===== src/rtl/alu_digit_serial.sv =====
// Nibble-serial ALU: binary/BCD add and subtract, logic ops, shift right and pass.
// Processes one 4-bit digit per clock, LSB first, behind a start/busy/done handshake.
module alu_digit_serial #(
  parameter int WIDTH = 16
) (
  input  logic             clk_2,
  input  logic             res_n,
  input  logic             start,
  input  logic [2:0]       op,
  input  logic             decimal,
  input  logic             carry_in,
  input  logic [WIDTH-1:0] a,
  input  logic [WIDTH-1:0] b,
  output logic             busy,
  output logic             done,
  output logic [WIDTH-1:0] result,
  output logic             carry_out,
  output logic             overflow,
  output logic             half_carry,
  output logic             zero,
  output logic             negative
);

  localparam int DIGITS = WIDTH / 4;
  localparam int CW     = (DIGITS > 1) ? $clog2(DIGITS) : 1;

  localparam logic [2:0] OP_ADD = 3'd0;
  localparam logic [2:0] OP_SUB = 3'd1;
  localparam logic [2:0] OP_AND = 3'd2;
  localparam logic [2:0] OP_OR  = 3'd3;
  localparam logic [2:0] OP_EOR = 3'd4;
  localparam logic [2:0] OP_SR  = 3'd5;

  typedef enum logic [1:0] {
    S_IDLE,
    S_RUN,
    S_DONE
  } state_t;

  state_t r_state;
  state_t w_nextState;
  logic   w_accept;
  logic   w_lastDigit;

  // Operand a carries one extra zero bit on top so SR can always borrow bit 4.
  logic [WIDTH:0]   r_a;
  logic [WIDTH-1:0] r_b;
  logic [2:0]       r_op;
  logic             r_dec;
  logic             r_cin;
  logic             r_a0;
  logic             r_carry;
  logic             r_half;
  logic [CW-1:0]    r_cnt;
  logic [WIDTH-1:0] r_shadow;

  logic [3:0]       w_aDig;
  logic [3:0]       w_bx;
  logic [4:0]       w_sum;
  logic [4:0]       w_adj;
  logic             w_isSub;
  logic             w_isArith;
  logic [3:0]       w_digit;
  logic             w_carryNext;
  logic             w_ovfDig;
  logic [WIDTH-1:0] w_nextShadow;

  always_ff @(posedge clk_2 or negedge res_n) begin
    if (!res_n) r_state <= S_IDLE;
    else        r_state <= w_nextState;
  end

  // The DONE cycle may also accept a new request so operations can run back to back.
  always_comb begin
    w_nextState = r_state;
    w_accept    = 1'b0;
    busy        = 1'b0;
    done        = 1'b0;
    case (r_state)
      S_IDLE: begin
        if (start) begin
          w_accept    = 1'b1;
          w_nextState = S_RUN;
        end
      end
      S_RUN: begin
        busy = 1'b1;
        if (w_lastDigit) w_nextState = S_DONE;
      end
      S_DONE: begin
        busy = 1'b1;
        done = 1'b1;
        if (start) begin
          w_accept    = 1'b1;
          w_nextState = S_RUN;
        end else begin
          w_nextState = S_IDLE;
        end
      end
      default: w_nextState = S_IDLE;
    endcase
  end

  assign w_lastDigit = (r_cnt == CW'(DIGITS - 1));
  assign w_aDig      = r_a[3:0];
  assign w_isSub     = (r_op == OP_SUB);
  assign w_isArith   = (r_op == OP_ADD) || w_isSub;
  assign w_bx        = w_isSub ? ~r_b[3:0] : r_b[3:0];
  assign w_sum       = {1'b0, w_aDig} + {1'b0, w_bx} + {4'b0000, r_carry};
  assign w_adj       = w_sum + 5'd6;
  assign w_ovfDig    = (w_aDig[3] == w_bx[3]) && (w_sum[3] != w_aDig[3]);

  always_comb begin
    w_digit     = w_aDig;
    w_carryNext = r_carry;
    case (r_op)
      OP_ADD, OP_SUB: begin
        if (r_dec && !w_isSub) begin
          if (w_sum > 5'd9) begin
            w_digit     = w_adj[3:0];
            w_carryNext = 1'b1;
          end else begin
            w_digit     = w_sum[3:0];
            w_carryNext = 1'b0;
          end
        end else if (r_dec) begin
          w_carryNext = w_sum[4];
          w_digit     = w_sum[4] ? w_sum[3:0] : (w_sum[3:0] - 4'd6);
        end else begin
          w_digit     = w_sum[3:0];
          w_carryNext = w_sum[4];
        end
      end
      OP_AND:  w_digit = w_aDig & r_b[3:0];
      OP_OR:   w_digit = w_aDig | r_b[3:0];
      OP_EOR:  w_digit = w_aDig ^ r_b[3:0];
      OP_SR:   w_digit = r_a[4:1];
      default: w_digit = w_aDig;
    endcase
  end

  // Digits enter the shadow at the top and slide down, so digit 0 lands at the bottom.
  assign w_nextShadow = (r_shadow >> 4) | (WIDTH'(w_digit) << (WIDTH - 4));

  always_ff @(posedge clk_2 or negedge res_n) begin
    if (!res_n) begin
      r_a        <= '0;
      r_b        <= '0;
      r_op       <= '0;
      r_dec      <= 1'b0;
      r_cin      <= 1'b0;
      r_a0       <= 1'b0;
      r_carry    <= 1'b0;
      r_half     <= 1'b0;
      r_cnt      <= '0;
      r_shadow   <= '0;
      result     <= '0;
      carry_out  <= 1'b0;
      overflow   <= 1'b0;
      half_carry <= 1'b0;
      zero       <= 1'b1;
      negative   <= 1'b0;
    end else if (w_accept) begin
      r_a      <= {1'b0, a};
      r_b      <= b;
      r_op     <= op;
      r_dec    <= decimal;
      r_cin    <= carry_in;
      r_a0     <= a[0];
      r_carry  <= carry_in;
      r_half   <= 1'b0;
      r_cnt    <= '0;
      r_shadow <= '0;
    end else if (r_state == S_RUN) begin
      r_a      <= r_a >> 4;
      r_b      <= r_b >> 4;
      r_carry  <= w_carryNext;
      r_shadow <= w_nextShadow;
      r_cnt    <= r_cnt + CW'(1);
      if (r_cnt == '0) r_half <= w_carryNext;
      if (w_lastDigit) begin
        result     <= w_nextShadow;
        zero       <= (w_nextShadow == '0);
        negative   <= w_nextShadow[WIDTH-1];
        overflow   <= w_isArith && w_ovfDig;
        half_carry <= w_isArith && ((r_cnt == '0) ? w_carryNext : r_half);
        if (w_isArith)           carry_out <= w_carryNext;
        else if (r_op == OP_SR)  carry_out <= r_a0;
        else                     carry_out <= r_cin;
      end
    end
  end

endmodule


===== config.mk =====
export PLATFORM = sky130hd
export DESIGN_NAME = alu_digit_serial
export DESIGN_NICKNAME = d
export VERILOG_FILES = /design/src/rtl/alu_digit_serial.sv
export SDC_FILE = /design/constraint.sdc
export NUM_CORES = 1
export LEC_CHECK = 0
export BUFFER_PORTS_ARGS = -buffer_cell sky130_fd_sc_hd__buf_2
export CORE_MARGIN = 8
export CORE_UTILIZATION = 57
export DETAILED_ROUTE_END_ITERATION = 8
export PLACE_DENSITY = 0.84
export SYNTH_ARGS = -nofsm -noshare
export SYNTH_HDL_FRONTEND = slang
export SYNTH_SLANG_ARGS = --single-unit

===== constraint.sdc =====
create_clock -name clk_2 -period 5.5 [get_ports clk_2]
set_input_delay 1.1 -clock clk_2 [delete_from_list [all_inputs] [get_ports clk_2]]
set_output_delay 1.1 -clock clk_2 [all_outputs]
set_load 0.01 [all_outputs]

==> run metrics, run 1 <==
status complete, no violations; post-CTS setup buffers 0; Critical Path AT 4760 ps; cell taking the most area after synthesis dfrtp_1; vias in the first global route 3,260; antenna violations before repair 0; Crit-path slowest cell dfrtp_1; Worst EP required 5790 ps; Max-Cap Viols 0; Top delay family on crit path adder cells; Fmax achieved 223.5 MHz; vias per cell 5.564; ANT nets after route 0; leakage 2.331 nW; Final min period 4474 ps; first-pass GRT wire length 15.90 mm; die area 0.01013 mm^2; most common cell in the netlist dfrtp_1; # rows 31; crit-path max FO 18; average wire per standard cell 16.47 um; Final TNS setup 0 ps; Yosys reg bits 76; most frequent CP cell fa_1; worst vdd ir 529.9 uV; post-DP HPWL 6.696 mm; grt ovf 0; die height 100.6 um; CTS tree built; total track usage 19.73%; Rel. slew slack 30.13%; skew final 13.29 ps; Antenna Diode Count 0; Initial DRT Pass Iterations 5; GR Util met2 31.79%; P&R area growth vs syn 14.55%; RSZ-0062 raised after global routing no; fin area 0.004678 mm^2; H-tree depth 3; Post-synth EDFFs 0; initial drt markers 177; pin count of the biggest net entering global routing 61; top-area cell type share of the netlist area 45.96%; pwr dens 746.7 mW/mm^2; Post-DP Area 0.004458 mm^2; Die X-Extent 100.6 um; GRT Max-Usage Layer met2; startpoint types flip-flop; CP peak stage delay 690 ps; met3 Usage GRT 3.936%; Worst-Margin Slew 1045 ps; Crit path buffers/inverters 1; Synth Flop Type dfrtp_1; worst path cell trace or3b_1, xnor2_1, fa_1, fa_1, xnor2_2, inv_1, ha_1, nand2_1, o21ai_2, o31a_1, a21oi_1, mux2i_1, a31oi_1, a32o_2; Ports 63; net count after synthesis 477; final hold vios 0; kind of critical path reg -> reg; asr flop ratio synth 100.0%; count of final max-slew check failures 0; Mapped Cells 416; share of layout cells above drive strength 1 23.42%; Max clock buf depth 2; ranking of synthesized cells by area dfrtp_1 46%, mux2i_1 9.6%, ha_1 5.8%, nor2_1 4.8%, mux2_2 4.7%; Hold Buf Count CTS 0; Port-buffer cells 62; # clock sinks 76; clock-pin slew on the worst setup and hold paths 80 ps; sequential fraction of the synthesis area 46.60%; Starting Density 57.54%; met1 Use GR 25.12%; clk root buf clkbuf_8; Synth Warn # 0; clk_lat worst skew 360 ps; final cell utilization of the core 65.91%; Final Cycle Share 81.35%; final WL 9.437 mm; Distinct cells, synth 55; commonest cells in the synthesized netlist 75 x dfrtp_1, 52 x nor2_1, 49 x nand2_1, 39 x mux2i_1, 36 x a21oi_1; Resized Gates After CTS 0; core area 0.007098 mm^2; power consumption 3.493 mW; fin nets 530; synthesized cell area 0.004084 mm^2; Fillers 569; Hold WC Path Type reg -> reg; vias 3,188; setup violators final 0; DRC 0; gp weighted congestion 0.8617; Worst Setup End Kind flip-flop; TritonCTS buffer count 9; Syn Area/Cell 9.817 um^2
==> cells by family (layout without fill, tap and decap cells) <==
logic type | after synthesis | after routing | share of synthesized area, %
AOI/OAI and AO/OA | 75 | 75 | 11.43
and+or+nand+nor | 136 | 136 | 14.52
buffers and inverters | 44 | 102 | 4.442
muxes | 57 | 57 | 14.52
DFF | 76 | 76 | 46.60
xor gates and xnor gates | 7 | 7 | 1.685
adders and majority gates | 21 | 21 | 6.802
==> power by group <==
group	switching (mW)	leakage [nW]	internal [mW]	total, mW
Combinational	1.13	1.27	0.854	1.99
Clock	0.213	0.109	0.249	0.462
Sequential	0.240	0.949	0.805	1.05
==> area by class of cell <==
type | count | area (um^2) | share of cell area (%)
tap | 99 | 123.9 | 2.648
timing repair buffer | 66 | 340.3 | 7.275
clock inverter | 4 | 55.05 | 1.177
clock buffer | 12 | 165.2 | 3.530
sequential | 76 | 1903 | 40.68
multi-input combinational | 296 | 2016 | 43.09
inverter | 20 | 75.07 | 1.605
==> path summary, 6_finish.rpt <==
kind,slack [ps],endpoint,cells after the start,startpoint
setup / recovery,1030,zero,14,r_op[0]
hold / removal,480,r_a0,2,r_a0
setup reg to reg,1030,zero,14,r_op[0]
hold reg to reg,480,r_a0,2,r_a0
max in group asynchronous,3650,r_b[12],2,res_n
min in group asynchronous,850,r_a[11],1,res_n
==> per-stage QoR <==
step / cells / hold WS [ps] / setup WS, ps
6_report: 573 / 481.7 / 1026
5_1_grt: 573 / 506.8 / 750.4
4_1_cts: 573 / 485.3 / 1045
3_5_place_dp: 557 / 465.8 / 1066
3_3_place_gp: 557 / 460.7 / 1254
2_1_floorplan: 416 / 437.5 / 1704
==> placed cells by master (no fill, tap or decap), types with 6 or more instances in the layout <==
cell type,n
inv_1,20
nor2_1,51
dfrtp_1,75
a21oi_1,36
ha_1,18
mux2i_1,39
nand3_1,9
clkbuf_8,12
nand2_1,49
mux2_2,17
buf_2,62
xnor2_1,6
o21ai_0,11
==> metal layers <==
layer  routed length (um)  vias to the layer above  part of all wire [%]
met4                  159                        0                   1.7
met5                    0                        -                     0
met1                 4190                     1570                    44
li1                     -                     1541                     -
met2                 4754                       65                    50
met3                  333                       12                   3.5
==> state kept, by name, summed over array words and instances (netlist names), 2 cells and up <==
name,count
r_a,16
r_op,3
r_shadow,12
r_cnt,2
result,16
r_b,16
r_state,2
==> worst register-to-register path, cell delays in order, from the launching register on <==
cell	delay [ps]
dfrtp_1	690
or3b_1	560
xnor2_1	200
fa_1	430
fa_1	440
xnor2_2	400
inv_1	130
ha_1	250
nand2_1	100
o21ai_2	70
o31a_1	280
a21oi_1	180
mux2i_1	280
a31oi_1	130
a32o_2	270
Note: power is estimated with default switching activity, not from simulation.
==> run 2, diff against run 1 <==
==> constraint.sdc (replaced) <==
create_clock -name clk_2 -period 4.18 [get_ports clk_2]
set_input_delay 0.836 -clock clk_2 [delete_from_list [all_inputs] [get_ports clk_2]]
set_output_delay 0.836 -clock clk_2 [all_outputs]
set_load 0.01 [all_outputs]
==> run 2 against run 1 <==
  * Core utilization up 0.69 points
  * Count of clock-buffer cells in the layout fell by 1
  * Combinational power is 38% higher
  * Sequential share of layout area fell by 0.42 points
  * Fmax up 14%
  * Clock skew is 6.5 ps lower
  * Wire length is 0.87% lower
  * Register-to-register slack lost 760 ps
  * First-iteration DRC count rose by 15%
  * Critical path type unchanged
==> run metrics, run 2 (synthesis gave the netlist of run 1 again) <==
r2r setup slk 270 ps; Worst Setup End Kind flip-flop; DRC 0; gp weighted congestion 0.8948; worst vdd ir 803.5 uV; ANT nets after route 0; final hold slack 494.9 ps; count of final max-slew check failures 0; die area 0.01013 mm^2; grt ovf 0; Worst EP required 4460 ps; Fillers 529; Fmax achieved 255.5 MHz; Max-Cap Viols 0; Final min period 3914 ps; Resized Gates After CTS 0; Hold Path Sink r_a0; most common cell after layout, fill and taps aside dfrtp_1; final hold vios 0; Die X-Extent 100.6 um; fin nets 536; most frequent cells in the layout 75 x dfrtp_1, 62 x buf_2, 51 x nor2_1; share of layout cells above drive strength 1 24.22%; Ports 63; initial drt markers 203; vias per cell 5.524; Antenna Diode Count 0; power consumption 4.686 mW; TritonCTS buffer count 9; crit-path max FO 7; post-DP HPWL 6.676 mm; kind of critical path reg -> reg; pwr dens 991.3 mW/mm^2; Hold Buf Count CTS 0; setup violators final 0; P&R area growth vs syn 15.75%; hold path startpoint r_a0; # rows 31; total track usage 19.72%; clk root buf clkbuf_8; Final TNS setup 0 ps; Initial DRT Pass Iterations 5; antenna violations before repair 0; CTS tree built; non-filler cells, final 578; die height 100.6 um; leakage 2.362 nW; vias in the first global route 3,317; skew final 6.800 ps; Rel. slew slack 41.11%; core area 0.007098 mm^2; H-tree depth 3; startpoint types flip-flop; DP Cell Count 563; first-pass GRT wire length 15.98 mm; post-CTS setup buffers 0; Starting Density 57.54%; # clock sinks 76; Reg-to-Reg End zero; clk_lat worst skew 340 ps; Port-buffer cells 62; Final Cycle Share 93.64%; Hold WC Path Type reg -> reg; final WL 9.355 mm; average wire per standard cell 16.19 um; status complete, no violations; pin count of the biggest net entering global routing 60; worst r2r path cells 14; vias 3,193; top flop regs r_a: 16 flops, r_b: 16 flops, result: 16 flops; Critical Path AT 4190 ps; RSZ-0062 raised after global routing no; Max clock buf depth 2; worst r2r src r_op[2]; clock-pin slew on the worst setup and hold paths 70 ps; Worst-Margin Slew 882.3 ps; Min-Delay Path Depth 2
-- run 2: worst max-delay path by stage --
stage,end,start,slack (ps),cells past startpoint
after detailed placement,zero,r_op[2],350,14
after global placement,zero,r_op[2],460,14
after global routing,zero,r_op[2],100,14
final,zero,r_op[2],270,14
after floorplan,result[14],r_op[0],380,15
after CTS,zero,r_op[2],330,14
-- run 2: power breakdown --
group	total (mW)	switching, mW	internal (mW)
sequential	1.33	0.267	1.06
combinational	2.74	1.57	1.17
clock	0.618	0.253	0.364
-- run 2: stage by stage --
step | utilization [%] | area, um^2 | setup WS [ps]
after global placement | 63.44 | 4503 | 461.2
after global routing | 66.60 | 4727 | 104.8
final | 66.60 | 4727 | 265.8
after CTS | 66.60 | 4727 | 327.4
after floorplan | - | 4084 | 384.5
after detailed placement | 63.44 | 4503 | 346.9
-- run 2: final cells by class --
cell class                      instances  area [um^2]  share of cell area (%)
Timing Repair Buffer                   72        385.4                   8.152
Clock inverter                          4        72.57                   1.535
Inverter                               20        75.07                   1.588
Tap cell                               99        123.9                   2.620
Sequential cell                        76         1903                   40.26
Clock buffer                           11        151.4                   3.203
Multi-Input combinational cell        296         2016                   42.64
-- run 2: worst max-delay path, stage by stage, from the launching register on --
cell	delay [ps]
dfrtp_1	410
or3b_1	530
xnor2_1	190
fa_1	410
fa_1	430
xnor2_2	190
inv_1	90
ha_1	230
nand2_1	110
o21ai_2	70
o31a_1	270
a21oi_1	190
mux2i_1	290
a31oi_1	140
a32o_2	270
-- run 2: routing by layer --
| metal | global-route usage, % | up-vias | part of all wire (%) |
|---|---|---|---|
| met5 | 0 | - | 0 |
| met4 | 8.023 | 0 | 1.8 |
| met3 | 3.453 | 16 | 3.7 |
| met2 | 32.71 | 90 | 49 |
| met1 | 24.76 | 1535 | 46 |
| li1 | - | 1552 | - |
